### src/rtl/rhscan_arb.sv
// rtl/rhscan_arb.sv - round-robin REQ/ACK arbiter and completion monitor for the RH11 SD-controller path
// Optional busy watchdog: define RHSCAN_TIMEOUT_EN.
module rhscan_arb #(
    parameter int NUM_CH    = 8,
    parameter int SCAN_MODE = 0,
    parameter int TIMEOUT   = 1024,
    localparam int SCAN_W   = (NUM_CH > 2) ? $clog2(NUM_CH) : 1
) (
    input  logic              clk,
    input  logic              rst,
    input  logic [NUM_CH-1:0] sdREQ,
    input  logic [NUM_CH-1:0] chEN,
    output logic [NUM_CH-1:0] sdACK,
    output logic [SCAN_W-1:0] scan,
    output logic              busy,
    output logic              tmo,
    output logic [SCAN_W-1:0] tmoCH
);
    localparam int SW1 = SCAN_W + 1;

    typedef enum logic [1:0] {
        S_IDLE = 2'd0,
        S_BUSY = 2'd1,
        S_DONE = 2'd2
    } state_t;

    state_t            r_state;
    state_t            w_next;
    logic [SCAN_W-1:0] r_scan;
    logic [SCAN_W-1:0] w_scan_inc;
    logic [SCAN_W-1:0] w_pick;
    logic [NUM_CH-1:0] w_fault;
    logic [NUM_CH-1:0] w_elig;
    logic [NUM_CH-1:0] w_scan_oh;
    logic              w_found;
    logic              w_grant;
    logic              w_req_cur;
    logic              w_abort;

    if (NUM_CH < 2 || NUM_CH > 16 || TIMEOUT < 2 || TIMEOUT > 65535) begin : g_bad_param
        $error("rhscan_arb: parameter out of range");
    end

    assign w_elig     = sdREQ & chEN & ~w_fault;
    assign w_scan_oh  = {{(NUM_CH-1){1'b0}}, 1'b1} << r_scan;
    assign w_scan_inc = (r_scan == SCAN_W'(NUM_CH - 1)) ? '0 : r_scan + 1'b1;
    assign w_req_cur  = sdREQ[r_scan];

    // Skip-ahead search: walk from the farthest offset back so the nearest eligible channel wins.
    always_comb begin
        logic [SW1-1:0] v_sum;
        v_sum   = '0;
        w_found = 1'b0;
        w_pick  = r_scan;
        for (int k = NUM_CH - 1; k >= 0; k--) begin
            v_sum = {1'b0, r_scan} + SW1'(k);
            if (v_sum >= SW1'(NUM_CH)) begin
                v_sum = v_sum - SW1'(NUM_CH);
            end
            if (w_elig[v_sum[SCAN_W-1:0]]) begin
                w_found = 1'b1;
                w_pick  = v_sum[SCAN_W-1:0];
            end
        end
    end

    always_comb begin
        w_grant = (SCAN_MODE != 0) ? w_found : w_elig[r_scan];
    end

`ifdef RHSCAN_TIMEOUT_EN
    logic [15:0]       r_cnt;
    logic [NUM_CH-1:0] r_fault;
    logic              r_tmo;
    logic [SCAN_W-1:0] r_tmo_ch;

    assign w_fault = r_fault;
    // A REQ drop on the expiry cycle has w_req_cur low, so it completes normally.
    assign w_abort = (r_state == S_BUSY) & w_req_cur & (r_cnt == 16'(TIMEOUT - 1));
    assign tmo     = r_tmo;
    assign tmoCH   = r_tmo_ch;

    always_ff @(posedge clk or negedge rst) begin
        if (!rst) begin
            r_cnt    <= '0;
            r_fault  <= '0;
            r_tmo    <= 1'b0;
            r_tmo_ch <= '0;
        end else begin
            if (r_state == S_IDLE && w_grant) begin
                r_cnt <= '0;
            end else if (r_state == S_BUSY) begin
                r_cnt <= r_cnt + 16'd1;
            end
            r_fault <= (r_fault & sdREQ) | (w_abort ? w_scan_oh : '0);
            r_tmo   <= w_abort;
            if (w_abort) begin
                r_tmo_ch <= r_scan;
            end
        end
    end
`else
    assign w_fault = '0;
    assign w_abort = 1'b0;
    assign tmo     = 1'b0;
    assign tmoCH   = '0;
`endif

    always_ff @(posedge clk or negedge rst) begin
        if (!rst) begin
            r_state <= S_IDLE;
        end else begin
            r_state <= w_next;
        end
    end

    always_comb begin
        w_next = r_state;
        case (r_state)
            S_IDLE:  if (w_grant) w_next = S_BUSY;
            S_BUSY:  if (!w_req_cur || w_abort) w_next = S_DONE;
            S_DONE:  w_next = S_IDLE;
            default: w_next = S_IDLE;
        endcase
    end

    // Stepping past the served channel after DONE makes it the last one examined next pass.
    always_ff @(posedge clk or negedge rst) begin
        if (!rst) begin
            r_scan <= '0;
        end else begin
            case (r_state)
                S_IDLE: begin
                    if (SCAN_MODE != 0) begin
                        if (w_found) r_scan <= w_pick;
                    end else if (!w_grant) begin
                        r_scan <= w_scan_inc;
                    end
                end
                S_DONE:  r_scan <= w_scan_inc;
                default: ;
            endcase
        end
    end

    always_comb begin
        busy  = (r_state == S_BUSY);
        sdACK = (r_state == S_BUSY) ? w_scan_oh : '0;
        scan  = r_scan;
    end
endmodule

### config.mk
export PLATFORM = sky130hd
export DESIGN_NAME = rhscan_arb
export DESIGN_NICKNAME = d
export VERILOG_FILES = /design/src/rtl/rhscan_arb.sv
export SDC_FILE = /design/constraint.sdc
export NUM_CORES = 1
export LEC_CHECK = 0
export BUFFER_PORTS_ARGS = -buffer_cell sky130_fd_sc_hd__buf_2
export CAP_MARGIN = 20
export CELL_PAD_IN_SITES_DETAIL_PLACEMENT = 1
export CELL_PAD_IN_SITES_GLOBAL_PLACEMENT = 1
export CORE_MARGIN = 1.5
export CORE_UTILIZATION = 31
export DETAILED_ROUTE_END_ITERATION = 10
export GPL_ROUTABILITY_DRIVEN = 0
export GPL_TIMING_DRIVEN = 0
export PLACE_DENSITY_LB_ADDON = 0.05
export SYNTH_ARGS = -nofsm -noshare
export SYNTH_HDL_FRONTEND = slang
export SYNTH_SLANG_ARGS = --single-unit
### constraint.sdc
create_clock -name clk -period 3.4 [get_ports clk]
set_input_delay 1.02 -clock clk [delete_from_list [all_inputs] [get_ports clk]]
set_output_delay 1.02 -clock clk [all_outputs]
set_load 0.005 [all_outputs]
Word level (Yosys, flattened, before mapping) --
Index checks and enable logic that the tools add are counted.
Storage, ports and cells: register bits 5, output and inout port bits 16, logic and storage cells 27
Operators by class: $add $sub $neg 1, $lt $le $gt $ge 1, equality and inequality tests 6, shift operators 1, muxes and demuxes 11, bitwise gates (word level) 1, reduce and logical (&&, ||, !) cells 4
Operators by type and width (number):
- $and A8 B8 Y8 | 1
- $mux W8 | 1
- $shl A1 B3 Y8 const A | 1
- $bmux W1 S3 | 2
- $mux W3 | 2
- $ne A2 B2 Y1 const B | 3
- $pmux W3 S2 | 1
- $lt A3 B4 Y1 const B | 1
- $mux W2 | 2
- $pmux W2 S2 | 1
- $reduce_and A2 Y1 | 2
- $add A3 B1 Y3 const B | 1
- $eq A3 B3 Y1 const B | 1
- $eq A2 B1 Y1 const B | 1
- $eq A2 B2 Y1 const B | 1
- $logic_not A2 Y1 | 1
- $mux W1 | 2
- $reduce_bool A2 Y1 | 1

Longest topological paths before layout --
Gate-level depths: netlist (run 1).
depth after elaboration 5, depth in mapped cells 6

Least setup slack after synthesis (run 1) --
OpenSTA, ideal clock, no wires.
path type in2reg, from input port sdREQ[6], to register r_scan[0] (netlist: scan[0]), library setup time 0.128 ns, data arrival time 1.981 ns, data required time 3.272 ns, setup slack 1.292 ns, stages 5, path buffers 0, path through and4b_1 -> a311o_1 -> nand2_1 -> a21oi_2 -> mux2_1
Between the ends: cells in the longest elaborated chain, start to end 5
RTL lines:
- from (decl) | line 11 | input logic [NUM_CH-1:0] sdREQ,
- $and A8 B8 Y8 | line 44 | assign w_elig = sdREQ & chEN & ~w_fault;
- $bmux W1 S3 | line 68 | w_grant = (SCAN_MODE != 0) ? w_found : w_elig[r_scan];
- $mux W1 (implied by the code) | line 68
- $ne A2 B2 Y1 (no source line)
- $reduce_and A2 Y1 (no source line)
- to (signal assigned) | line 135 | if (w_found) r_scan <= w_pick;
- to (signal assigned) | line 137 | r_scan <= w_scan_inc;
- to (signal assigned) | line 140 | S_DONE: r_scan <= w_scan_inc;
- to (decl) | line 29 | logic [SCAN_W-1:0] r_scan;
Every way passes these cells. The select of a mux whose other input is x is not followed. A chain may end at the register's enable or synchronous reset.

Final worst setup path (run 1) --
from register r_scan[0] (netlist: scan[0]), to output port sdACK[6]
Between the ends: cells in the longest elaborated chain, start to end 2
RTL lines:
- $shl A1 B3 Y8 | line 45 | assign w_scan_oh = {{(NUM_CH-1){1'b0}}, 1'b1} << r_scan;
- $mux W8 | line 148 | sdACK = (r_state == S_BUSY) ? w_scan_oh : '0;
- to (decl) | line 13 | output logic [NUM_CH-1:0] sdACK,
Every way passes these cells.

==> results of run 1 <==
report_power, final:
part           switching [W]  internal (W)
Combinational       0.000198      0.000197
Sequential         0.0000448     0.0000905
Clock              0.0000244     0.0000444
Total               0.000267      0.000332
cell families after synthesis:
family | Yosys count | synth area share (%)
DFF | 5 | 22.4
other | 1 | 0.670
buffers and inverters | 11 | 12.8
AOI/OAI and AO/OA | 10 | 13.6
muxes | 4 | 12.1
adders and majority gates | 6 | 13.4
and+or+nand+nor | 25 | 25.1
how the worst min path moves through the flow:
| stage | endpoint | slack (ns) | cells past startpoint |
|---|---|---|---|
| after floorplan | r_state[0] | 0.44 | 1 |
| after global placement | r_state[0] | 0.47 | 1 |
| after detailed placement | r_state[0] | 0.48 | 1 |
| after CTS | r_state[0] | 0.49 | 1 |
| after global routing | r_state[0] | 0.51 | 1 |
| final | r_state[0] | 0.49 | 1 |
registers in the layout (all words and copies together), names as in the netlist:
signal and flops:
r_state 2, scan 3
stage by stage:
step / total power (W) / cells
after floorplan: 0.000412 / 65
after global placement: 0.000531 / 119
after detailed placement: 0.000537 / 119
after CTS: 0.000611 / 123
after global routing: 0.000667 / 123
final: 0.000599 / 123
layer usage:
layer / global-route usage [%] / wire length (um) / vias up
met3: 0.397 / 93 / 2
li1: - / - / 288
met5: 0 / 0 / -
met2: 25.9 / 704 / 26
met4: 10.6 / 19 / 0
met1: 20.0 / 645 / 270
final cells by class:
type	instances	area, um2
fillers	220	935
multi-input cells	49	374
repair buffers	29	145
flip-flops and latches	5	125
plain buffers	7	56.3
well taps	25	31.3
clock buffers	4	26.3
inverters	4	15.0
cell usage in the layout, fill, tap and decap left out:
| master | instances |
|---|---|
| o2bb2ai_1 | 1 |
| a31oi_1 | 3 |
| a21oi_1 | 2 |
| buf_2 | 29 |
| and3_1 | 4 |
| and2_1 | 2 |
| buf_4 | 4 |
| and4b_1 | 1 |
| clkbuf_1 | 2 |
| or3_1 | 2 |
| buf_6 | 2 |
| conb_1 | 4 |
| a311oi_2 | 1 |
| ha_1 | 6 |
| nor2b_1 | 1 |
| nor2_1 | 2 |
| o21ai_0 | 1 |
| a311o_1 | 1 |
| inv_1 | 4 |
| mux2_1 | 2 |
| mux4_2 | 2 |
| clkbuf_4 | 3 |
| nand2_1 | 7 |
| nand3_1 | 2 |
| nand3b_1 | 1 |
| dfrtp_1 | 5 |
| a21oi_2 | 1 |
| and3_2 | 3 |
worst max-delay path: stages (launching register included):
cell and delay (ns):
dfrtp_1 0.46, buf_6 0.18, inv_1 0.07, ha_1 0.20, and3_2 0.19, buf_2 0.12
==> out/results.tsv, run 1 <==
metric	value	unit
die width	45.5	um
Residual DRC	0	
vias in the first global route	522	
layout cell share with drive strength beyond 1	45.9	%
Post-synth EDFFs	0	
Clock H-tree levels	1	
RSZ-0062 raised after global routing	false	
max-cap violations	0	
Max Buffers Root-to-Sink	2	
first-pass GRT wire length	2.30	mm
post-cts resize count	0	
pre-CTS setup slack	1.09	ns
Initial Util	32.7	%
Achievable Freq	0.402	GHz
top cells by area in the synthesized netlist	dfrtp_1, ha_1, mux4_2	
area leader, netlist	dfrtp_1	
#FFs+latches synth	5	
Critical R2R Launch	scan[1]	
Req. time, crit path	2.38	ns
Crit path arrival time	1.46	ns
Core Box Area	1710	um2
Worst Skew	0.00459	ns
sequential area share after synthesis	22.4	%
Final Hold Vio Count	0	
postcts setup bufs	0	
crit-path max FO	10	
Skew-Pair Late Insertion Delay	0.24	ns
worst setup margin	0.915	ns
CTS Hold Buffers Added	0	
worst r2r dst	scan[0]	
Pre-antenna DRT Iters	3	
Netlist Area Pre-Place	559	um2
WHS	0.487	ns
Leak	0.440	nW
Peak supply drop	0.000254	V
run status	finished, final reports clean	
Worst R2R Path Depth	6	
distinct cell type count after synthesis	26	
Slew Viols, Final	0	
gr ovfl total	0	
CTS tree	built	
placed cell areas	747	um2
Std-Cell Rows	15	
Die ar.	2070	um2
Syn. warnings	0	
top-count cell post-synth	nand2_1	
Critical Path Sink	sdACK[6]	
top_reg_cell synth	dfrtp_1	
final wirelength	1.46	mm
I/O pins	34	
HPWL Detailed	1.21	mm
ys async rst share	100	%
CP endpoint kind	primary output	
post-synth top area share	22.4	%
Setup CP Type	register to primary output	
Root Driver	clkbuf_4	
vias per cell	4.76	
Synth top cells by count	nand2_1, ha_1, dfrtp_1	
HP Class	register to register	
area grow syn2layout	38.3	%
syn_area_per_cell	9.02	um2
Final setup viols	0	
CTS sink cnt	5	
largest net degree at the start of global routing	11	
clk slew on worst S/H paths	0.05	ns
Die Y	45.5	um
Hold Crit Start	r_state[1]	
startpoint class of the critical path	register	
IO Port Bufs	29	
period utilisation layout	73.1	%
flop2flop setup slack	1.66	ns
WL/cell	11.9	um
initial DRC count	12	
Worst setup startpoint	scan[0]	
pwr/cell area	775	nW/um2
Post-Synthesis Cells	62	
nets@finish	123	
All-Layer GR Usage	15.8	%
via count	586	
number of diodes	0	
final design utilization	45.3	%
final instance area	773	um2
initial antenna violation count	0	
total CTS buffers	3	
final setup TNS	0	ns
Final min period	2.48	ns
DRT antenna net count	0	
No activity file was read; power rests on OpenSTA's default activity.
==> run 2: changes to the inputs <==
--- a/config.mk
+++ b/config.mk
@@ -10,7 +10,7 @@
 export CELL_PAD_IN_SITES_DETAIL_PLACEMENT = 1
 export CELL_PAD_IN_SITES_GLOBAL_PLACEMENT = 1
 export CORE_MARGIN = 1.5
-export CORE_UTILIZATION = 31
+export CORE_UTILIZATION = 29
 export DETAILED_ROUTE_END_ITERATION = 10
 export GPL_ROUTABILITY_DRIVEN = 0
 export GPL_TIMING_DRIVEN = 0
==> constraint.sdc (replaced) <==
create_clock -name clk -period 2.4 [get_ports clk]
set_input_delay 0.72 -clock clk [delete_from_list [all_inputs] [get_ports clk]]
set_output_delay 0.72 -clock clk [all_outputs]
set_load 0.005 [all_outputs]
==> run 2 against run 1 <==
Against the previous run: non-clock buffer count is the same; worst setup slack lost 0.67 ns; largest cell class unchanged; sequential share of layout area is the same; critical path type unchanged; die area grew 6.4%; cell count is the same; highest routed layer unchanged; clock skew grew 0.0018 ns; sequential power grew 39%; combinational power grew 45%; flip-flop and latch count is the same; total power grew 44%.
==> out/results.tsv, run 2 (synthesis results as in run 1) <==
metric	value	unit
run status	finished, final reports clean	
WHS	0.275	ns
Slew Viols, Final	0	
startpoint class of the critical path	register	
# fillers	234	
die width	46.9	um
Final min period	2.15	ns
postcts setup bufs	0	
HPWL Detailed	1.23	mm
DRT antenna net count	0	
period utilisation layout	89.7	%
max-cap violations	0	
largest net degree at the start of global routing	11	
Clock H-tree levels	1	
max FFs per register	3	
layout cell share with drive strength beyond 1	45.9	%
CP delay by family, top	flip-flops	
I/O pins	34	
pwr/cell area	1110	nW/um2
Final setup viols	0	
Leak	0.440	nW
Flop pwr share	21.8	%
NetSw	0.000388	W
Final Hold Vio Count	0	
Setup CP Type	register to primary output	
Worst Skew	0.00634	ns
Skew-Pair Late Insertion Delay	0.25	ns
nets@finish	123	
Core Box Area	1760	um2
worst-path cell chain	buf_6, inv_1, ha_1, and3_2, buf_2	
initial DRC count	4	
most frequent cells in the layout	buf_2, nand2_1, ha_1	
CP endpoint kind	primary output	
Std-Cell Rows	15	
max incr delay on CP	0.44	ns
vias per cell	4.57	
first-pass GRT wire length	2.49	mm
Crit path arrival time	1.43	ns
Comb power frac	66.7	%
Die Y	46.9	um
Sw Ratio	45.0	%
All-Layer GR Usage	16.6	%
IO Port Bufs	29	
via count	562	
final wirelength	1.45	mm
Int Power	0.000473	W
clk slew on worst S/H paths	0.05	ns
CP Buf/Inv Count	3	
Peak supply drop	0.000539	V
post-cts resize count	0	
Residual DRC	0	
crit-path max FO	10	
slowest stage cell, crit path	dfrtp_1	
gr ovfl total	0	
most common cell after layout, fill and taps aside	buf_2	
number of diodes	0	
WL/cell	11.8	um
register area	125	um2
total CTS buffers	3	
CTS Hold Buffers Added	0	
area grow syn2layout	38.3	%
CTS sink cnt	5	
HP Class	primary input to async pin	
initial antenna violation count	0	
Req. time, crit path	1.68	ns
Max Buffers Root-to-Sink	2	
Initial Util	31.7	%
Die ar.	2200	um2
Pwr Total	0.000861	W
Achievable Freq	0.465	GHz
RSZ-0062 raised after global routing	false	
multi-input logic area	374	um2
final setup TNS	0	ns
CTS tree	built	
final design utilization	43.8	%
Clock Power Share	11.5	%
Root Driver	clkbuf_4	
vias in the first global route	532	
Pre-antenna DRT Iters	3	
run 2: layer usage:
layer  part of all wire (%)  GRT usage [%]  vias up
met5                      0              0        -
met4                   0.89           4.44        0
met2                     48           26.3       14
met3                    4.0           5.00        2
li1                       -              -      285
met1                     47           22.1      261
run 2: worst paths after layout:
| path | start | endpoint | slack, ns | cells after the start |
|---|---|---|---|---|
| max | scan[0] | sdACK[6] | 0.25 | 5 |
| min | rst | scan[0] | 0.27 | 1 |
| max reg2reg | scan[1] | scan[0] | 0.60 | 6 |
| min reg2reg | r_state[1] | r_state[0] | 0.49 | 1 |
| max in group asynchronous | rst | scan[2] | 1.99 | 1 |
| min in group clk | r_state[1] | r_state[0] | 0.49 | 1 |
run 2: area by class of cell:
type / instances / area share, %
Multi-Input combinational cell: 49 / 48.4
Timing Repair Buffer: 29 / 18.8
Sequential cell: 5 / 16.2
Buffer: 7 / 7.28
Tap cell: 25 / 4.05
Clock buffer: 4 / 3.40
Inverter: 4 / 1.94
run 2: through the flow:
step	cells	worst slack (ns)	cell area (um2)
global placement	119	0.378	747
floorplan	65	0.592	571
finish	123	0.247	773
global route	123	0.151	773
CTS	123	0.207	773
detailed placement	119	0.392	747
run 2: worst register-to-register path: stages (launching register included):
cell and delay, ns:
dfrtp_1 0.42, buf_6 0.16, nor2_1 0.21, a311o_1 0.24
nand2_1 0.09, a21oi_2 0.22, mux2_1 0.35
run 2: power by group through the flow:
stage | sequential [W] | clock [W] | combinational [W]
final | 0.000188 | 0.0000992 | 0.000574
after global routing | 0.000201 | 0.000111 | 0.000647
after CTS | 0.000191 | 0.000106 | 0.000581
after detailed placement | 0.000192 | 0 | 0.000576
after global placement | 0.000191 | 0 | 0.000566
after floorplan | 0.000178 | 0 | 0.000407
==> run 3: changes to the inputs <==
--- a/config.mk
+++ b/config.mk
@@ -15,6 +15,8 @@
 export GPL_ROUTABILITY_DRIVEN = 0
 export GPL_TIMING_DRIVEN = 0
 export PLACE_DENSITY_LB_ADDON = 0.05
+export REMOVE_ABC_BUFFERS = 1
+export SKIP_LAST_GASP = 1
 export SYNTH_ARGS = -nofsm -noshare
 export SYNTH_HDL_FRONTEND = slang
 export SYNTH_SLANG_ARGS = --single-unit
==> run 3 against run 2 <==
Against the previous run: global-route usage is 1.3 points lower; total power is 7.3% lower; combinational power is 20% lower; clock power hardly changed; sequential power is 27% higher; register-to-register slack better by 0.06 ns; flip-flop and latch count stayed put; critical path depth is 1 lower; via count is 2.5% lower; cell count is 5.7% lower; fmax is 2.3% lower; clock-buffer cell count stayed put; highest routed layer is now met3.
==> out/results.tsv, run 3 (synthesis results as in run 1) <==
metric	value	unit
run status	finished, final reports clean	
Pre-antenna DRT Iters	2	
gr busiest metal	met2	
placed cell areas	691	um2
vias per cell	4.72	
number of diodes	0	
DRT antenna net count	0	
clk slew on worst S/H paths	0.04	ns
most frequent cells in the layout	buf_2, nand2_1, ha_1	
gr ovfl total	0	
CTS tree	built	
Residual DRC	0	
Worst Tran Pin Value	0.524	ns
Clock H-tree levels	1	
CP endpoint kind	primary output	
first-pass GRT wire length	2.40	mm
Std-Cell Rows	15	
final instance area	718	um2
register area	126	um2
Skew-Pair Late Insertion Delay	0.24	ns
Slew headroom	65.0	%
pwr/cell area	1110	nW/um2
HP Class	primary input to async pin	
via count	548	
final setup TNS	0	ns
die width	46.9	um
total CTS buffers	3	
max-cap violations	0	
Final setup viols	0	
Initial Util	31.7	%
Crit path arrival time	1.48	ns
final wirelength	1.35	mm
met1 global-route usage	19.7	%
HPWL Detailed	1.10	mm
Setup CP Type	register to primary output	
GR Layer Usage met2	24.1	%
M3 GR Usage	4.62	%
Root Driver	clkbuf_4	
Worst R2R Path Depth	5	
initial DRC count	2	
period utilisation layout	91.8	%
All-Layer GR Usage	15.3	%
Final min period	2.20	ns
nets@finish	116	
multi-input logic area	374	um2
RSZ-0062 raised after global routing	false	
worst r2r dst	scan[0]	
Max Buffers Root-to-Sink	2	
crit-path max FO	13	
# fillers	243	
Peak supply drop	0.000494	V
largest net degree at the start of global routing	16	
initial antenna violation count	0	
Die Y	46.9	um
vias in the first global route	596	
Final Hold Vio Count	0	
startpoint class of the critical path	register	
IO Port Bufs	29	
Req. time, crit path	1.68	ns
WL/cell	11.7	um
flop2flop setup slack	0.66	ns
Achievable Freq	0.454	GHz
Leak	0.404	nW
Die ar.	2200	um2
I/O pins	34	
layout cell share with drive strength beyond 1	44.0	%
Worst Skew	0.000956	ns
Critical R2R Launch	scan[1]	
CTS sink cnt	5	
Slew Viols, Final	0	
most common cell after layout, fill and taps aside	buf_2	
area grow syn2layout	28.4	%
postcts setup bufs	0	
Core Box Area	1760	um2
max FFs per register	3	
run 3: cell types whose count changed in the layout (fill, tap and decap cells not counted), sizes merged:
cell,delta
buf,-6
clkbuf,-1
run 3: area by class of cell:
cell class	count	area share, %
inverters	4	2.09
well taps	25	4.36
multi-input cells	49	52.1
clock buffers	4	3.66
repair buffers	29	20.2
flip-flops and latches	5	17.6
run 3: power breakdown:
group          switching, W  internal [W]
clock network     0.0000365     0.0000630
registers          0.000109      0.000129
logic              0.000222      0.000240
run 3: worst max-delay path, cell delays in order (launching register included):
cell     delay (ns)
dfrtp_1        0.52
ha_1           0.28
ha_1           0.19
and2_1         0.13
buf_2          0.12
run 3: layer usage:
layer / part of all wire [%] / wire length (um) / vias up
li1: - / - / 269
met1: 46 / 617 / 250
met2: 47 / 632 / 29
met3: 7.5 / 101 / 0
met4: 0 / 0 / 0
met5: 0 / 0 / -
run 3: worst max-delay path by stage:
stage,start,to,slack [ns],cells after the start
after floorplan,scan[0],sdACK[7],0.58,3
after global placement,scan[0],sdACK[6],0.36,4
after detailed placement,scan[0],sdACK[6],0.35,4
after CTS,scan[0],sdACK[6],0.07,4
after global routing,r_state[0],sdACK[6],0.06,3
final,scan[1],sdACK[7],0.20,4
run 3: through the flow:
stage | power, W | worst slack (ns) | utilization (%) | hold slack [ns] | std cells
after floorplan | 0.000535 | 0.579 | - | 0.424 | 58
after global placement | 0.000704 | 0.359 | 39.1 | 0.475 | 112
after detailed placement | 0.000707 | 0.349 | 39.1 | 0.476 | 112
after CTS | 0.000810 | 0.0696 | 40.6 | 0.274 | 116
after global routing | 0.000908 | 0.0558 | 40.7 | 0.269 | 116
final | 0.000798 | 0.196 | 40.7 | 0.277 | 116
run 3: repair_timing:
action                                  4_1_cts  5_1_grt
resized for setup                             0        1
hold buffers                                  0        0
endpoints found under the setup margin        0        5
